### src/rtl/lane_mask_accum.sv
// lane_mask_accum: sums the masked lanes of each input beat and accumulates those sums over a
// frame. A frame is cfg_len+1 beats long, or shorter if in_last ends it early. The frame result
// is returned on a valid/ready output port, and output backpressure stalls the input.
//
// Optional build macro: LANE_MASK_ACCUM_SATURATE_EN
//   Defined:   a frame sum that overflows clamps to all-ones and reports out_ovf=1.
//   Undefined: the accumulator wraps modulo 2^AW and out_ovf is tied to 0.
//
// Ports:
//   clk, rst                      clock, asynchronous active-low reset
//   cfg_len                       beats per frame minus 1, sampled on the first beat of a frame
//   in_valid/in_ready             input beat handshake
//   in_data, in_mask, in_last     CH lanes of DW bits, per-lane enable, early frame end
//   out_valid/out_ready           result handshake
//   out_sum, out_beats, out_ovf   frame sum, beats-1, overflow flag
module lane_mask_accum #(
  parameter int unsigned DW    = 16,
  parameter int unsigned CH    = 4,
  parameter int unsigned AW    = 24,
  parameter int unsigned CNT_W = 8
) (
  input  logic             clk,
  input  logic             rst,
  input  logic [CNT_W-1:0] cfg_len,
  input  logic             in_valid,
  output logic             in_ready,
  input  logic [CH*DW-1:0] in_data,
  input  logic [CH-1:0]    in_mask,
  input  logic             in_last,
  output logic             out_valid,
  input  logic             out_ready,
  output logic [AW-1:0]    out_sum,
  output logic [CNT_W-1:0] out_beats,
  output logic             out_ovf
);

  localparam int unsigned SW = DW + $clog2(CH);

  localparam logic [0:0] StAcc  = 1'b0;
  localparam logic [0:0] StHold = 1'b1;

  logic [0:0]       state_q, state_d;
  logic [CNT_W-1:0] beat_cnt_q, len_q;
  logic             s1_valid_q, s1_last_q;
  logic [SW-1:0]    s1_sum_q;
  logic [CNT_W-1:0] s1_cnt_q;
  logic [AW-1:0]    acc_q, acc_d;
  logic             out_valid_q, out_valid_d;
  logic [AW-1:0]    out_sum_q, out_sum_d;
  logic [CNT_W-1:0] out_beats_q, out_beats_d;

  logic             accept, s2_take, beat_is_last;
  logic [CNT_W-1:0] len_eff;
  logic [SW-1:0]    lane_sum;
  logic [AW-1:0]    acc_add;

  assign s2_take  = s1_valid_q && (state_q == StAcc);
  assign in_ready = !s1_valid_q || s2_take;
  assign accept   = in_valid && in_ready;

  // The frame length is taken live on beat 0 and from the held copy on every later beat.
  assign len_eff      = (beat_cnt_q == '0) ? cfg_len : len_q;
  assign beat_is_last = in_last || (beat_cnt_q == len_eff);

  always_comb begin
    lane_sum = '0;
    for (int i = 0; i < CH; i++) begin
      if (in_mask[i]) lane_sum = lane_sum + SW'(in_data[i*DW +: DW]);
    end
  end

`ifdef LANE_MASK_ACCUM_SATURATE_EN
  logic [AW:0] add_full;
  logic        add_ovf;
  logic        ovf_flag_q, ovf_flag_d;
  logic        out_ovf_q, out_ovf_d;

  assign add_full = {1'b0, acc_q} + {{(AW + 1 - SW){1'b0}}, s1_sum_q};
  assign add_ovf  = add_full[AW];
  assign acc_add  = add_ovf ? '1 : add_full[AW-1:0];
  assign out_ovf  = out_ovf_q;
`else
  assign acc_add = acc_q + AW'(s1_sum_q);
  assign out_ovf = 1'b0;
`endif

  always_comb begin
    state_d     = state_q;
    acc_d       = acc_q;
    out_valid_d = out_valid_q;
    out_sum_d   = out_sum_q;
    out_beats_d = out_beats_q;
`ifdef LANE_MASK_ACCUM_SATURATE_EN
    ovf_flag_d  = ovf_flag_q;
    out_ovf_d   = out_ovf_q;
`endif
    case (state_q)
      StAcc: begin
        if (s2_take) begin
          if (s1_last_q) begin
            out_sum_d   = acc_add;
            out_beats_d = s1_cnt_q;
            out_valid_d = 1'b1;
            acc_d       = '0;
            state_d     = StHold;
`ifdef LANE_MASK_ACCUM_SATURATE_EN
            out_ovf_d   = ovf_flag_q | add_ovf;
            ovf_flag_d  = 1'b0;
`endif
          end else begin
            acc_d = acc_add;
`ifdef LANE_MASK_ACCUM_SATURATE_EN
            ovf_flag_d = ovf_flag_q | add_ovf;
`endif
          end
        end
      end
      StHold: begin
        // S1 is deliberately not drained in this cycle, giving one bubble after release.
        if (out_ready) begin
          out_valid_d = 1'b0;
          state_d     = StAcc;
        end
      end
      default: state_d = StAcc;
    endcase
  end

  always_ff @(posedge clk or negedge rst) begin
    if (!rst) begin
      state_q     <= StAcc;
      beat_cnt_q  <= '0;
      len_q       <= '0;
      s1_valid_q  <= 1'b0;
      s1_last_q   <= 1'b0;
      s1_sum_q    <= '0;
      s1_cnt_q    <= '0;
      acc_q       <= '0;
      out_valid_q <= 1'b0;
      out_sum_q   <= '0;
      out_beats_q <= '0;
`ifdef LANE_MASK_ACCUM_SATURATE_EN
      ovf_flag_q  <= 1'b0;
      out_ovf_q   <= 1'b0;
`endif
    end else begin
      if (accept) begin
        if (beat_cnt_q == '0) len_q <= cfg_len;
        beat_cnt_q <= beat_is_last ? '0 : beat_cnt_q + CNT_W'(1);
        s1_valid_q <= 1'b1;
        s1_sum_q   <= lane_sum;
        s1_cnt_q   <= beat_cnt_q;
        s1_last_q  <= beat_is_last;
      end else if (s2_take) begin
        s1_valid_q <= 1'b0;
      end
      state_q     <= state_d;
      acc_q       <= acc_d;
      out_valid_q <= out_valid_d;
      out_sum_q   <= out_sum_d;
      out_beats_q <= out_beats_d;
`ifdef LANE_MASK_ACCUM_SATURATE_EN
      ovf_flag_q  <= ovf_flag_d;
      out_ovf_q   <= out_ovf_d;
`endif
    end
  end

  assign out_valid = out_valid_q;
  assign out_sum   = out_sum_q;
  assign out_beats = out_beats_q;

endmodule

### config.mk
export PLATFORM = sky130hd
export DESIGN_NAME = lane_mask_accum
export DESIGN_NICKNAME = d
export VERILOG_FILES = /design/src/rtl/lane_mask_accum.sv
export SDC_FILE = /design/constraint.sdc
export NUM_CORES = 1
export LEC_CHECK = 0
export CORE_ASPECT_RATIO = 1.75
export CORE_UTILIZATION = 30
export CTS_CLUSTER_DIAMETER = 150
export DETAILED_ROUTE_END_ITERATION = 10
export MAX_ROUTING_LAYER = met4
export PLACE_DENSITY = 0.5
export SLEW_MARGIN = 10
export SYNTH_ARGS = -nofsm -noshare
export SYNTH_HDL_FRONTEND = slang
export SYNTH_SLANG_ARGS = --single-unit
### constraint.sdc
create_clock -name clk -period 2.44 [get_ports clk]
set_input_delay 0.488 -clock clk [delete_from_list [all_inputs] [get_ports clk]]
set_output_delay 0.488 -clock clk [all_outputs]
set_load 0.01 [all_outputs]
* Yosys cells after proc, flatten, opt, wreduce, memory -nomap -nowiden *
Index checks and enable logic that the tools add are counted.

word-level totals
  logic and storage cells = 48
  bits in registers = 102
  output and inout port bits = 35
  input bits = 81

operators by class
  bitwise gates (word level) = 1
  add/sub/neg operators = 5
  muxes and demuxes = 17
  reduce and logical (&&, ||, !) cells = 10
  equality and inequality tests = 4

operators with widths
  operator                                                        count
  18-bit by 16-bit adder with 18-bit output                       3
  18-bit two-way mux                                              3
  24-bit by 18-bit adder with 24-bit output                       1
  24-bit two-way mux                                              1
  16-bit two-way mux                                              1
  8-bit two-way mux                                               2
  8-bit by 1-bit adder with 8-bit output (second input constant)  1
  8-bit equality test                                             1
  8-bit zero test                                                 1
  1-bit two-way mux                                               8
  2-bit inequality test (second input constant)                   3
  3-bit AND reduction                                             2
  1-bit one-hot mux with 2 select lines                           2
  1-bit logical AND                                               2
  1-bit logical OR                                                2
  2-bit AND reduction                                             1
  2-bit nonzero test                                              1
  1-bit zero test                                                 1
  1-bit NOT                                                       1

* Depth between registers and ports, before layout *
Gate-level depths: netlist of the first run.

  word-level depth = 7
  depth in mapped cells = 29
  mapped depth without buffers = 26

* Least setup slack after synthesis of the first run *
No wires, ideal clock.

  path kind = input -> register
  from = input port in_mask[0]
  to = register s1_sum_q[17]
  setup slack = -3.622 ns
  stages = 28
  required time = 2.319 ns
  library setup time = 0.121 ns
  path buffers = 3
  arrival = 5.941 ns
  cells stage by stage = buf_2 -> buf_2 -> clkbuf_1 -> nand2_1 -> inv_1 -> ha_1 -> a221oi_2 -> o22ai_1 -> a221oi_1 -> o22ai_1 -> xnor2_1 -> nor2_1 -> xnor2_1 -> ha_1 -> a21o_1 -> or4_1 -> a31o_1 -> a21oi_2 -> xnor2_1 -> mux2_4 -> ha_1 -> and3_1 -> nand4_1 -> o2111ai_1 -> nor2_1 -> o31a_1 -> o31a_1 -> a22o_1

on the way
  longest elaborated chain between the ends = 7

RTL lines
  what                                       line  source
  start: declaration                         28    input logic [CH-1:0] in_mask,
  16-bit two-way mux (*)                     68    if (in_mask[i]) lane_sum = lane_sum + SW'(in_data[i*DW +: DW]);
  18-bit by 16-bit adder with 18-bit output  68
  18-bit two-way mux (*)                     68
  18-bit by 16-bit adder with 18-bit output  68
  18-bit two-way mux (*)                     68
  18-bit by 16-bit adder with 18-bit output  68
  18-bit two-way mux (*)                     68
  end signal: assignment                     151   s1_sum_q <= lane_sum;
  end: declaration                           45    logic [SW-1:0] s1_sum_q;

Mark *: on every way between the ends. The rest lies on a longest branch, timed or not.
A chain may end at the register's enable or synchronous reset.

* Final worst setup path of the first run *
Same ends and word-level chain as after synthesis.

==> impl_metrics.csv, run 1 <==
group,metric,value,unit
floorplan,core,26000,sq um
worst_setup_path,cp.arrival,5.40,ns
timing,hold_viol,0,
timing,drv_slew,0,
power_and_ir_drop,p_clk_share,13.6,%
timing,clock.fmax,0.194,GHz
worst_setup_path,r2r_end,"acc_q[23]",
timing,finClkSkew,0.00961,ns
final_layout,fin_area,12300,sq um
timing,max_slew_margin,42.0,%
synthesis,yosys-top-cells-area,"dfrtp_1 (32%), ha_1 (10%), nand2_1 (6.1%)",
synthesis,synth_edf_count,0,
route,drt-initial-drc-count,197,
worst_setup_path,path_class,"in2reg",
power_and_ir_drop,p_switching,4.34,mW
worst_setup_path,cp_max_fo,3,
worst_setup_path,r2r_start,"acc_q[1]",
final_layout,finalNetCount,1399,
power_and_ir_drop,fin_total_pwr,10.8,mW
route,vias_per_cell,4.89,
timing,finalSetupTns,-34.61,ns
power_and_ir_drop,seqPwrFrac,24.0,%
power_and_ir_drop,sw_frac_of_total,40.1,%
synthesis,ys_seq_area_share,32.3,%
clock_network,hold_buffers,0,
clock_network,ctsRootBufferMaster,"clkbuf_16",
placement,place_ws,-3.55,ns
clock_network,cts_tree,"built",
clock_network,h-tree-depth,3,
clock_network,cts_sinks,102,
global_routing,grt_pass1_vias,7951,
status,violations,"design-rule violations, negative setup slack",
final_layout,instances_no_fill,1573,
final_layout,fillerInstances,2493,
final_layout,antenna_cells,0,
timing,rsz0062_at_grt,"yes",
clock_network,cts_buffers,9,
final_layout,drive_above_1_share,34.9,%
floorplan,io_pins,116,
timing,fin_crit_sh,211,%
global_routing,grt_first_pass_wirelength,38600,um
synthesis,synth.avg_cell_area,8.66,sq um
worst_setup_path,start_kind,"primary input",
synthesis,synthArstFlopShare,100,%
worst_setup_path,cp-end-kind,"flop",
synthesis,synth_warnings,0,
synthesis,ys_ff_latch,102,
synthesis,synthCells,914,
final_layout,area_growth,56.0,%
global_routing,grtUsageTotal,18.5,%
power_and_ir_drop,p_int,6.48,mW
final_layout,fin_util,47.6,%
power_and_ir_drop,combPwrFrac,62.4,%
clock_network,clockBufferDepth,2,
placement,io_buffer_count,114,
global_routing,grt-ovfl-total,0,
floorplan,die_area,27100,sq um
job,timing.max_cap.violations,0,
power_and_ir_drop,powerDensity,876,nW/um^2
route,drcViolationCount,2,
global_routing,antenna_found_initial,0,
final_layout,layout_commonest_cell,"buf_4",
worst_setup_path,r2r_slack,-0.17,ns
floorplan,die_h,217,um
placement,dp_hpwl,18800,um
floorplan,fp.dieW,125,um
timing,setup_viol_count_final,30,
placement,dp_cells,1522,
synthesis,synth_nets,1065,
synthesis,synthesis.area,7910,sq um
power_and_ir_drop,ir_drop,0.345,mV
worst_setup_path,crit_required,2.69,ns
timing,timing.hold.ws,0.150,ns
power_and_ir_drop,p_leak,5.64,nW
floorplan,placementRows,78,
route,drt-total-wl,23600,um
clock_network,clock_latency,0.37,ns
placement,post_dp_cell_area,11100,sq um
worst_setup_path,r2r_cells,10,
timing,fin_ws,-2.71,ns
route,antenna_left,0,
route,dr_total_vias,7690,
synthesis,ys.flop_type,"dfrtp_1",
synthesis,synth_cell_type_count,75,
global_routing,grt_max_degree,51,
route,firstDrtPassIters,7,
status,outcome,"finished, violations left",
floorplan,initial_core_util,30.5,%
clock_network,path_clk_slew,0.08,ns
synthesis,synth_top_area_share,32.3,%
final_layout,layout_common_cells,"buf_4 (231), nand2_1 (123), clkdlybuf4s50_1 (105)",
hold_path,hold_path.class,"in2async",
route,wl_per_cell,15.0,um
placement,routabilityCongestion,0.880,
timing,tightest_slew,0.867,ns
synthesis,yosysTopAreaCell,"dfrtp_1",
timing,fin_crit,5.15,ns
[critical path, cell delays in order]
cell and delay (ns):
buf_8 0.10, and2_4 0.16, ha_4 0.16, fa_2 0.39, maj3_2 0.33, a32o_2 0.26, a211oi_2 0.16, xnor2_1 0.13
nand2_1 0.10, xor2_2 0.22, ha_4 0.18, a21o_1 0.16, or4_4 0.42, a31o_1 0.21, a21oi_2 0.13, xnor2_1 0.08
mux2_4 0.28, ha_4 0.28, and3_4 0.20, nand4_1 0.11, o2111ai_2 0.10, nor2_1 0.08, o31a_1 0.25, o31a_1 0.23
a22o_1 0.19
[cell usage after synthesis, types with 6 or more instances]
library cell,n
a211oi_1,6
a21o_1,29
a21oi_1,51
a31oi_1,8
and2_1,16
and3_1,8
buf_2,7
clkbuf_1,26
dfrtp_1,102
ha_1,66
inv_1,35
mux2_2,23
mux2i_1,17
nand2_1,129
nand2b_1,9
nand3_1,18
nand4_1,6
nor2_1,48
nor2b_1,7
nor3_1,7
o211ai_1,11
o21a_1,11
o21ai_0,88
o21ai_1,8
o22ai_1,7
o31a_1,6
o31ai_1,11
xnor2_1,47
xor2_1,27
[cell type report]
| type | count | area, sq um | area share [%] |
|---|---|---|---|
| Multi-Input combinational cell | 737 | 5890 | 47.7 |
| Timing Repair Buffer | 360 | 3060 | 24.8 |
| Clock buffer | 9 | 225 | 1.82 |
| Inverter | 38 | 146 | 1.19 |
| Clock inverter | 7 | 72.6 | 0.588 |
| Tap cell | 320 | 400 | 3.24 |
| Sequential cell | 102 | 2550 | 20.7 |
[sequential cells by signal, summed over array words and instances (netlist names)]
register and count:
acc_q 24, out_sum 24, s1_sum_q 18, beat_cnt_q 8, len_q 8, out_beats 8
s1_cnt_q 8, out_valid 1, s1_last_q 1, s1_valid_q 1, state_q 1
[worst max-delay path by stage]
| stage | start | to | slack (ns) | cells after the start |
|---|---|---|---|---|
| after floorplan | in_mask[0] | s1_sum_q[17] | -3.03 | 26 |
| after global placement | in_mask[0] | s1_sum_q[17] | -3.44 | 25 |
| after detailed placement | in_mask[0] | s1_sum_q[17] | -3.55 | 26 |
| after CTS | in_mask[0] | s1_sum_q[17] | -2.92 | 25 |
| after global routing | in_mask[0] | s1_sum_q[17] | -2.91 | 24 |
| final | in_mask[0] | s1_sum_q[17] | -2.71 | 25 |
[metal layers]
layer	wire length (um)	track usage (%)
met1	8800	18.1
met2	13700	36.0
met3	548	2.38
met4	601	8.15
met5	0	-
[what timing repair did]
action | 4_1_cts | 5_1_grt
pin swaps | 53 | 101
setup buffers | 22 | 17
resized for setup | 96 | 93
cloned | 0 | 0
setup endpoints to repair | 44 | 48
[cells by family after synthesis]
group	share of synthesized area (%)
compound gates	23.0
simple gates	15.3
flops	32.3
buf+inv	3.81
xor+xnor	8.19
fa+ha+maj	11.8
mux	5.61
other cells	0.0474
[power by group through the flow]
stage | logic [mW] | clock network, mW | registers [mW]
after floorplan | 3.44 | 0 | 2.61
after global routing | 7.42 | 1.58 | 2.68
final | 6.75 | 1.47 | 2.60
after global placement | 5.82 | 0 | 2.59
after CTS | 6.29 | 1.51 | 2.58
after detailed placement | 5.89 | 0 | 2.61
(Power assumes the default switching activity.)
==> run 2, diff against run 1 <==
--- a/config.mk
+++ b/config.mk
@@ -6,6 +6,7 @@
 export NUM_CORES = 1
 export LEC_CHECK = 0
 export CORE_ASPECT_RATIO = 1.75
+export CORE_MARGIN = 2
 export CORE_UTILIZATION = 30
 export CTS_CLUSTER_DIAMETER = 150
 export DETAILED_ROUTE_END_ITERATION = 10
==> run 2 against run 1 <==
The flow finishes with violations (negative setup slack); sequential power about the same; setup slack lost 0.071 ns; clock-buffer cell count did not move; clock skew rose by 0.0019 ns; critical path type unchanged; sequential share of layout area rose by 0.17 points; die area increased by 2.5%; highest routed layer unchanged; register-to-register slack about the same; critical path depth rose by 1; via count is 0.12% lower; global-route usage down 0.96 points; maximum frequency shrank 1.4%; clock power increased by 9%.
==> impl_metrics.csv, run 2 (synthesis results as in run 1) <==
group,metric,value,unit
worst_setup_path,path_class,"in2reg",
timing,setup_viol_count_final,30,
timing,fin_crit_sh,214,%
clock_network,cts_buffers,9,
timing,tightest_slew,0.750,ns
power_and_ir_drop,powerDensity,884,nW/um^2
final_layout,fillerInstances,2551,
floorplan,die_area,27700,sq um
placement,io_buffer_count,114,
clock_network,cts_sinks,102,
route,drcViolationCount,0,
worst_setup_path,crit_required,2.69,ns
hold_path,hold_path.class,"in2async",
timing,finClkSkew,0.0115,ns
job,timing.max_cap.violations,0,
status,outcome,"finished, violations left",
timing,timing.hold.ws,0.0609,ns
route,dr_total_vias,7681,
clock_network,clock_latency,0.37,ns
timing,hold_viol,0,
worst_setup_path,cp_common_cell,"ha_4",
clock_network,path_clk_slew,0.08,ns
power_and_ir_drop,p_leak,5.60,nW
floorplan,fp.dieW,127,um
route,drt-total-wl,23400,um
final_layout,layout_common_cells,"buf_4 (235), nand2_1 (124), clkdlybuf4s50_1 (106)",
worst_setup_path,cp.arrival,5.47,ns
worst_setup_path,cp-end-kind,"flop",
route,firstDrtPassIters,6,
timing,clock.fmax,0.192,GHz
worst_setup_path,r2r_end,"out_sum[19]",
global_routing,grt_first_pass_wirelength,37900,um
placement,routabilityCongestion,0.890,
clock_network,ctsRootBufferMaster,"clkbuf_16",
floorplan,die_h,219,um
worst_setup_path,r2r_slack,-0.16,ns
placement,dp_hpwl,18900,um
floorplan,core,26000,sq um
timing,fin_ws,-2.78,ns
route,drt-initial-drc-count,232,
final_layout,finalNetCount,1398,
final_layout,drive_above_1_share,33.3,%
power_and_ir_drop,ir_drop,0.437,mV
floorplan,placementRows,78,
placement,post_dp_cell_area,11100,sq um
global_routing,grt_pass1_vias,7950,
placement,place_ws,-3.56,ns
final_layout,instances_no_fill,1572,
global_routing,grtUsageTotal,17.6,%
timing,rsz0062_at_grt,"yes",
worst_setup_path,cp_max_fo,3,
clock_network,clockBufferDepth,2,
route,antenna_left,0,
global_routing,grt-ovfl-total,0,
final_layout,area_growth,54.7,%
final_layout,fin_area,12200,sq um
timing,fin_crit,5.22,ns
worst_setup_path,r2r_cells,11,
power_and_ir_drop,fin_total_pwr,10.8,mW
global_routing,grt_max_degree,48,
floorplan,initial_core_util,30.5,%
clock_network,cts_tree,"built",
worst_setup_path,start_kind,"primary input",
timing,max_slew_margin,49.5,%
worst_setup_path,r2r_start,"s1_sum_q[3]",
final_layout,antenna_cells,0,
global_routing,antenna_found_initial,0,
route,vias_per_cell,4.89,
route,wl_per_cell,14.9,um
timing,drv_slew,0,
worst_setup_path,cpMaxStageDelayCell,"fa_2",
clock_network,h-tree-depth,3,
worst_setup_path,critPathMaxStageDelay,0.40,ns
final_layout,layout_commonest_cell,"buf_4",
placement,dp_cells,1526,
status,violations,"negative setup slack",
floorplan,io_pins,116,
-- run 2: power breakdown --
part           switching [mW]  internal [mW]  total [mW]
clock network           0.687          0.912        1.60
logic                    3.21           3.42        6.63
registers               0.346           2.25        2.60
-- run 2: routing by layer --
metal | vias to the layer above | share of wire, % | track usage (%)
li1 | 3931 | - | -
met1 | 3587 | 37 | 16.9
met2 | 118 | 57 | 35.0
met3 | 45 | 2.9 | 2.58
met4 | 0 | 3.0 | 6.12
met5 | - | 0 | -
-- run 2: cell type report --
type	instances	area (sq um)	share of cell area (%)
multi-input combinational	737	5780	47.2
timing repair buffer	359	3040	24.8
sequential	102	2550	20.8
tap	320	400	3.27
clock buffer	9	225	1.84
inverter	38	144	1.18
clock inverter	7	100	0.817
-- run 2: worst max-delay path: cells and delay by family --
kind | cells | cell delay [ns]
xor+xnor | 3 | 0.43
compound gates | 10 | 2.16
fa+ha+maj | 5 | 1.35
mux | 1 | 0.28
simple gates | 4 | 0.37
buf+inv | 3 | 0.37
-- run 2: worst max-delay path by stage --
stage / startpoint / end / slack (ns) / cells past startpoint
after floorplan: in_mask[0] / s1_sum_q[17] / -3.03 / 26
after global placement: in_mask[0] / s1_sum_q[17] / -3.43 / 25
after detailed placement: in_mask[0] / s1_sum_q[17] / -3.56 / 25
after CTS: in_mask[0] / s1_sum_q[17] / -2.97 / 25
after global routing: in_data[1] / s1_sum_q[17] / -2.98 / 26
final: in_data[0] / s1_sum_q[17] / -2.78 / 26
-- run 2: through the flow --
step | util [%] | TNS (ns)
after CTS | 45.4 | -36.05
after detailed placement | 42.7 | -52.28
after global placement | 42.7 | -50.42
final | 47.2 | -34.23
after global routing | 47.2 | -40.39
after floorplan | - | -36.02
-- run 2: repair_timing --
| item | 4_1_cts | 5_1_grt |
|---|---|---|
| endpoints found under the setup margin | 43 | 49 |
| pin swaps | 50 | 60 |
| hold buffers | 0 | 0 |
| gates resized for setup | 74 | 80 |
| buffers inserted | 18 | 15 |
